$ cat src/rtl/cpu_pkg.sv
// -----------------------------------------------------------------------------
// cpu_pkg
// Shared definitions for the control unit and its helpers:
//   - one-hot control-state bit positions and the Io state constant
//   - I/O direction encodings
//   - state encoding of the I/O port unit FSM
// -----------------------------------------------------------------------------
package cpu_pkg;

    localparam int unsigned STATE_W = 9;

    // Bit positions in the one-hot control state vector
    localparam int unsigned STATE_FETCH_BIT  = 0;
    localparam int unsigned STATE_DECODE_BIT = 1;
    localparam int unsigned STATE_EXEC_BIT   = 2;
    localparam int unsigned STATE_MEM_BIT    = 3;
    localparam int unsigned STATE_WB_BIT     = 4;
    localparam int unsigned STATE_BRANCH_BIT = 5;
    localparam int unsigned STATE_IO_BIT     = 6;
    localparam int unsigned STATE_INCPC_BIT  = 7;
    localparam int unsigned STATE_HALT_BIT   = 8;

    localparam logic [STATE_W-1:0] STATE_IO    = 9'b0_0100_0000;
    localparam logic [STATE_W-1:0] STATE_INCPC = 9'b0_1000_0000;

    // I/O direction
    localparam logic IO_DIR_IN  = 1'b0;
    localparam logic IO_DIR_OUT = 1'b1;

    // I/O port unit FSM
    typedef enum logic [1:0] {
        StIdle = 2'd0,
        StReq  = 2'd1,
        StDone = 2'd2
    } io_state_e;

endpackage

$ cat src/rtl/io_timeout_counter.sv
// -----------------------------------------------------------------------------
// io_timeout_counter
// Counts bus-request cycles without acknowledge for the I/O port unit.
// Only instantiated when IO_PORT_UNIT_TIMEOUT_EN is defined.
//   i_clk  : system clock, rising edge
//   i_rst  : asynchronous active-high reset
//   i_clr  : synchronous clear (entry to the request state)
//   i_en   : count this cycle (request pending, no ack)
//   o_tc   : terminal count; high in the cycle whose increment reaches LIMIT
// -----------------------------------------------------------------------------
module io_timeout_counter #(
    parameter int unsigned LIMIT = 255
) (
    input  logic i_clk,
    input  logic i_rst,
    input  logic i_clr,
    input  logic i_en,
    output logic o_tc
);

    // A zero limit behaves as a limit of one
    localparam int unsigned LimEff = (LIMIT == 0) ? 1 : LIMIT;
    localparam int unsigned CntW   = $clog2(LimEff + 1);

    logic [CntW-1:0] r_cnt;

    // Fires while LIMIT-1 unacknowledged cycles have already been counted,
    // so the LIMIT-th waiting cycle is the last one.
    assign o_tc = i_en && (r_cnt == CntW'(LimEff - 1));

    always_ff @(posedge i_clk or posedge i_rst) begin
        if (i_rst) begin
            r_cnt <= '0;
        end else if (i_clr) begin
            r_cnt <= '0;
        end else if (i_en && !o_tc) begin
            r_cnt <= r_cnt + CntW'(1);
        end
    end

endmodule

$ cat src/rtl/io_port_unit.sv
// -----------------------------------------------------------------------------
// io_port_unit
// Executes IN/OUT instructions during the control FSM's Io state: one
// req/ack transaction on the peripheral bus, then a one-cycle io_done pulse.
//
// Optional feature macro: IO_PORT_UNIT_TIMEOUT_EN
//   defined   : request aborts after TIMEOUT cycles without ack, sets sticky
//               o_io_err, reads return 0, io_done still pulses
//   undefined : request waits for ack indefinitely, o_io_err tied 0
//
// Ports:
//   i_clk, i_rst      : clock (rising edge), asynchronous active-high reset
//   i_state           : one-hot control state, bit STATE_IO_BIT = Io
//   i_io_dir          : 0 = IN, 1 = OUT
//   i_io_port         : target port address
//   i_io_wdata        : OUT operand
//   o_io_done         : one-cycle completion pulse
//   o_io_rdata        : data from the last IN
//   o_io_err          : sticky timeout flag
//   o_bus_req/we/addr/wdata : peripheral bus request side (registered)
//   i_bus_rdata/ack   : peripheral bus response side
// -----------------------------------------------------------------------------
module io_port_unit
    import cpu_pkg::*;
#(
    parameter int unsigned DATA_W  = 8,
    parameter int unsigned PORT_W  = 4,
    parameter int unsigned TIMEOUT = 255
) (
    input  logic               i_clk,
    input  logic               i_rst,
    input  logic [STATE_W-1:0] i_state,
    input  logic               i_io_dir,
    input  logic [PORT_W-1:0]  i_io_port,
    input  logic [DATA_W-1:0]  i_io_wdata,
    output logic               o_io_done,
    output logic [DATA_W-1:0]  o_io_rdata,
    output logic               o_io_err,
    output logic               o_bus_req,
    output logic               o_bus_we,
    output logic [PORT_W-1:0]  o_bus_addr,
    output logic [DATA_W-1:0]  o_bus_wdata,
    input  logic [DATA_W-1:0]  i_bus_rdata,
    input  logic               i_bus_ack
);

    io_state_e          r_state;
    io_state_e          w_state_next;
    logic               r_io_q;
    logic               w_start;
    logic               w_launch;
    logic               w_ack_done;
    logic               w_timeout;
    logic               w_to_done;
    logic               r_io_done;
    logic               r_bus_req;
    logic               r_bus_we;
    logic [PORT_W-1:0]  r_bus_addr;
    logic [DATA_W-1:0]  r_bus_wdata;
    logic [DATA_W-1:0]  r_io_rdata;

    // Only the Io bit of the control state matters here
    logic w_unused_state;
    assign w_unused_state = ^(i_state & ~STATE_IO);

    // Rising edge of Io: re-entry requires Io to drop for a cycle
    assign w_start    = i_state[STATE_IO_BIT] && !r_io_q;
    assign w_launch   = (r_state == StIdle) && w_start;
    assign w_ack_done = (r_state == StReq) && i_bus_ack;
    // Ack in the timeout cycle takes priority
    assign w_to_done  = (r_state == StReq) && !i_bus_ack && w_timeout;

`ifdef IO_PORT_UNIT_TIMEOUT_EN
    logic r_io_err;

    io_timeout_counter #(
        .LIMIT (TIMEOUT)
    ) u_timeout (
        .i_clk (i_clk),
        .i_rst (i_rst),
        .i_clr (w_launch),
        .i_en  ((r_state == StReq) && !i_bus_ack),
        .o_tc  (w_timeout)
    );

    always_ff @(posedge i_clk or posedge i_rst) begin
        if (i_rst) begin
            r_io_err <= 1'b0;
        end else if (w_to_done) begin
            r_io_err <= 1'b1;
        end
    end

    assign o_io_err = r_io_err;
`else
    logic w_unused_timeout;
    assign w_unused_timeout = ^TIMEOUT;
    assign w_timeout        = 1'b0;
    assign o_io_err         = 1'b0;
`endif

    always_comb begin
        w_state_next = r_state;
        unique case (r_state)
            StIdle:  if (w_start) w_state_next = StReq;
            StReq:   if (i_bus_ack || w_timeout) w_state_next = StDone;
            StDone:  w_state_next = StIdle;
            default: w_state_next = StIdle;
        endcase
    end

    always_ff @(posedge i_clk or posedge i_rst) begin
        if (i_rst) begin
            r_state <= StIdle;
            r_io_q  <= 1'b0;
        end else begin
            r_state <= w_state_next;
            r_io_q  <= i_state[STATE_IO_BIT];
        end
    end

    // Outputs registered from the next state so bus_ack never reaches
    // io_done combinationally.
    always_ff @(posedge i_clk or posedge i_rst) begin
        if (i_rst) begin
            r_bus_req   <= 1'b0;
            r_io_done   <= 1'b0;
            r_bus_we    <= 1'b0;
            r_bus_addr  <= '0;
            r_bus_wdata <= '0;
            r_io_rdata  <= '0;
        end else begin
            r_bus_req <= (w_state_next == StReq);
            r_io_done <= (w_state_next == StDone);
            if (w_launch) begin
                r_bus_we    <= i_io_dir;
                r_bus_addr  <= i_io_port;
                r_bus_wdata <= i_io_wdata;
            end
            if (w_ack_done && (r_bus_we == IO_DIR_IN)) begin
                r_io_rdata <= i_bus_rdata;
            end else if (w_to_done && (r_bus_we == IO_DIR_IN)) begin
                r_io_rdata <= '0;
            end
        end
    end

    assign o_io_done   = r_io_done;
    assign o_bus_req   = r_bus_req;
    assign o_bus_we    = r_bus_we;
    assign o_bus_addr  = r_bus_addr;
    assign o_bus_wdata = r_bus_wdata;
    assign o_io_rdata  = r_io_rdata;

endmodule

$ cat config.mk
export PLATFORM = sky130hd
export DESIGN_NAME = io_port_unit
export DESIGN_NICKNAME = d
export VERILOG_FILES = /design/src/rtl/cpu_pkg.sv /design/src/rtl/io_timeout_counter.sv /design/src/rtl/io_port_unit.sv
export SDC_FILE = /design/constraint.sdc
export NUM_CORES = 1
export LEC_CHECK = 0
export CAP_MARGIN = 20
export CORE_MARGIN = 2
export CORE_UTILIZATION = 37
export CTS_CLUSTER_DIAMETER = 200
export DETAILED_ROUTE_END_ITERATION = 6
export MAX_ROUTING_LAYER = met4
export PLACE_DENSITY = 0.78
export SLEW_MARGIN = 40
export SYNTH_ARGS = -nofsm -noshare
export SYNTH_HDL_FRONTEND = slang
export SYNTH_SLANG_ARGS = --single-unit
$ cat constraint.sdc
create_clock -name i_clk -period 1.9 [get_ports i_clk]
set_clock_uncertainty 0.1 [all_clocks]
set_input_delay 0.285 -clock i_clk [delete_from_list [all_inputs] [get_ports i_clk]]
set_output_delay 0.285 -clock i_clk [all_outputs]
set_load 0.01 [all_outputs]
==> insert_results.sql <==
INSERT INTO impl_metrics (metric_group, metric, value, unit) VALUES
('global_routing', 'maximum_number_of_pins_on_one_net_before_global_route_repair', '27', ''),
('clock_tree', 'clk_latency', '0.30', 'ns'),
('pwr', 'internal-power', '1.258', 'mW'),
('worst_setup_path', 'end_kind', 'output port', ''),
('global_routing', 'antenna_found_initial', '0', ''),
('job', 'max_cap_violations', '0', ''),
('worst_setup_path', 'worst_path_max_delay_cell', 'sky130_fd_sc_hd__clkdlybuf4s50_1', ''),
('die', 'chipHeight', '56.14', 'um'),
('sta', 'tns', '0', 'ns'),
('pwr', 'p_seq_frac', '0.473', ''),
('global_routing', 'wire_length_of_the_first_global_routing_pass', '3194', 'um'),
('synthesis', 'synth.yosys.seq_area_share', '0.6468', ''),
('pwr', 'pwr-share-clk', '0.125', ''),
('route', 'routed-via-count', '652', ''),
('hold_path', 'worst_hold_path_type', 'input port to async pin', ''),
('route', 'drcViolationCount', '0', ''),
('sta', 'slew_violations', '0', ''),
('worst_setup_path', 'path_buf_inv', '1', ''),
('worst_setup_path', 'criticalPathCategory', 'flop to output port', ''),
('route', 'routed_wl', '1935', 'um'),
('clock_tree', 'ctsLongestPathBuffers', '2', ''),
('clock_tree', 'clk_transition_reported_paths', '0.12', 'ns'),
('finish', 'drive_above_1_share', '0.2844', ''),
('synthesis', 'synth_cell_type_count', '12', ''),
('pwr', 'switchingPower', '0.4564', 'mW'),
('clock_tree', 'post_cts_buffers', '0', ''),
('worst_setup_path', 'critPathMaxFanout', '3', ''),
('worst_setup_path', 'worst_path_dominant_cell_family', 'buffers and inverters', ''),
('finish', 'fill_cells', '203', ''),
('worst_setup_path', 'timing.critical_path.slowest_cell_delay', '0.54', 'ns'),
('outcome', 'result_of_the_run', 'completed', ''),
('finish', 'layout_area_overhead', '52.49', '%'),
('synthesis', 'synthesis.area', '0.001006', 'mm2'),
('sta', 'fraction_of_the_cycle_the_final_worst_path_needs', '0.8518', ''),
('finish', 'num-nets-final', '144', ''),
('sta', 'setup_viol_count_final', '0', ''),
('route', 'detail_route.first_pass.iterations', '2', ''),
('synthesis', 'ys_ff_latch', '26', ''),
('die', 'start_util', '0.3988', ''),
('placed_design', 'buffer_ports.inserted', '47', ''),
('clock_tree', 'cts-hold-fix-buffers', '0', ''),
('finish', 'antenna_cells', '0', ''),
('clock_tree', 'cts_tree', 'yes', ''),
('worst_setup_path', 'r2r_start', 'r_state[1]', ''),
('pwr', 'vdd_ir_drop_max', '823.7', 'uV'),
('clock_tree', 'tritoncts_num_sinks', '26', ''),
('route', 'detail_route.wl_per_cell', '13.92', 'um'),
('sta', 'hold_viol_final', '0', ''),
('global_routing', 'vias_in_the_first_global_route', '669', ''),
('pwr', 'p_sw_frac', '0.2662', ''),
('synthesis', 'synthCells', '60', ''),
('route', 'post_drt_via_cell_ratio', '4.691', ''),
('die', 'num_io_pins', '57', ''),
('clock_tree', 'ctsHtreeMaxLevel', '1', ''),
('clock_tree', 'total_cts_buffers', '3', ''),
('sta', 'hold_slack', '0.2189', 'ns'),
('synthesis', 'yosysWarnings', '0', ''),
('clock_tree', 'cts_root_buf', 'sky130_fd_sc_hd__clkbuf_4', ''),
('worst_setup_path', 'timing.critical_path.from_type', 'flop', ''),
('pwr', 'power.combinational.fraction', '0.401', ''),
('worst_setup_path', 'timing.critical_path.arrival', '1.23', 'ns'),
('worst_setup_path', 'timing.rr.end', 'o_bus_wdata[2]', ''),
('die', 'floorplan.core_area', '0.002522', 'mm2'),
('route', 'drtIter0Drc', '2', ''),
('worst_setup_path', 'path_depth', '1', ''),
('synthesis', 'syn-mean-instance-area', '16.77', 'um2'),
('synthesis', 'mappedNetlistNets', '93', ''),
('pwr', 'p_leak', '0.6405', 'nW'),
('route', 'ant_nets', '0', ''),
('worst_setup_path', 'r2r_slack', '0.35', 'ns'),
('global_routing', 'global_route_total_overflow', '0', '');
==> state kept, by name, indices dropped and copies added, names as in the netlist <==
name and flops:
r_state 2, o_bus_we 1, o_bus_wdata 8, r_io_q 1
o_io_rdata 8, o_io_done 1, o_bus_addr 4, o_bus_req 1
==> final cells by class <==
cell class / count / area, um2 / share of cell area
repair buffers: 49 / 498.0 / 0.3246
inverters: 1 / 3.754 / 0.002447
well taps: 30 / 37.54 / 0.02447
clock buffers: 3 / 22.52 / 0.01468
multi-input cells: 30 / 321.6 / 0.2096
flip-flops and latches: 26 / 650.6 / 0.4241
==> cells by family (layout without fill, tap and decap cells) <==
family,count (synthesis),in the layout,share of synthesized area
other cells,1,1,0.003728
mux,21,21,0.2351
compound gates,2,2,0.009951
flops,26,26,0.6468
buf+inv,4,53,0.03358
simple gates,6,6,0.07090
==> per-layer routing <==
layer	part of all wire	track usage	wire (um)	vias to the layer above
li1	-	-	-	309
met1	0.39	0.1469	751	312
met2	0.54	0.2420	1041	29
met3	0.066	0.04419	127	2
met4	0.0072	0.03061	14	0
met5	0	-	0	-
==> worst min-delay path, stage by stage <==
cell and delay, ns:
sky130_fd_sc_hd__clkdlybuf4s50_1 0.39, sky130_fd_sc_hd__inv_1 0.06, sky130_fd_sc_hd__buf_4 0.30
==> metrics by stage <==
stage,std cells,utilization,worst slack (ns),cell area [um2],total power [mW]
2_1_floorplan,60,-,0.3808,1006,1.092
3_3_place_gp,136,0.5992,0.1298,1511,1.494
3_5_place_dp,136,0.5992,0.09357,1511,1.527
4_1_cts,139,0.6081,0.2509,1534,1.751
5_1_grt,139,0.6081,0.2101,1534,1.816
6_report,139,0.6081,0.2817,1534,1.714
==> Yosys cell counts <==
library cell | number | area, um2
sky130_fd_sc_hd__and4bb_2 | 1 | 12.51
sky130_fd_sc_hd__mux2_2 | 21 | 236.5
sky130_fd_sc_hd__buf_4 | 1 | 7.510
sky130_fd_sc_hd__buf_6 | 2 | 22.52
sky130_fd_sc_hd__nor4b_4 | 1 | 23.77
sky130_fd_sc_hd__and3b_2 | 2 | 20.02
sky130_fd_sc_hd__dfrtp_1 | 26 | 650.6
sky130_fd_sc_hd__conb_1 | 1 | 3.750
sky130_fd_sc_hd__or3b_2 | 1 | 8.760
sky130_fd_sc_hd__inv_1 | 1 | 3.750
sky130_fd_sc_hd__nand2b_1 | 1 | 6.260
sky130_fd_sc_hd__a21oi_1 | 2 | 10.01
==> how the worst min path moves through the flow <==
stage / start / to / slack, ns / depth (start not counted)
6_report: i_rst / o_io_rdata[5] / 0.22 / 3
3_5_place_dp: o_bus_wdata[1] / o_bus_wdata[1] / 0.39 / 1
3_3_place_gp: o_bus_wdata[1] / o_bus_wdata[1] / 0.39 / 1
2_1_floorplan: i_state[6] / r_io_q / 0.22 / 0
4_1_cts: i_rst / o_io_rdata[5] / 0.22 / 3
5_1_grt: i_rst / o_bus_wdata[1] / 0.23 / 3
==> power by group through the flow <==
stage | clock (mW) | sequential, mW | combinational, mW
final | 0.215 | 0.812 | 0.688
after global placement | 0 | 0.814 | 0.680
after floorplan | 0 | 0.901 | 0.191
after detailed placement | 0 | 0.829 | 0.698
after CTS | 0.233 | 0.816 | 0.701
after global routing | 0.254 | 0.836 | 0.726
==> cell usage in the layout (no fill, tap or decap) <==
cell / instances
sky130_fd_sc_hd__mux2_2: 21
sky130_fd_sc_hd__buf_4: 1
sky130_fd_sc_hd__conb_1: 1
sky130_fd_sc_hd__clkdlybuf4s50_1: 47
sky130_fd_sc_hd__and4bb_2: 1
sky130_fd_sc_hd__clkbuf_4: 3
sky130_fd_sc_hd__nand2b_1: 1
sky130_fd_sc_hd__or3b_2: 1
sky130_fd_sc_hd__nor4b_4: 1
sky130_fd_sc_hd__inv_1: 1
sky130_fd_sc_hd__buf_12: 1
sky130_fd_sc_hd__dfrtp_1: 26
sky130_fd_sc_hd__a21oi_1: 2
sky130_fd_sc_hd__and3b_2: 2
(Power assumes the default switching activity.)
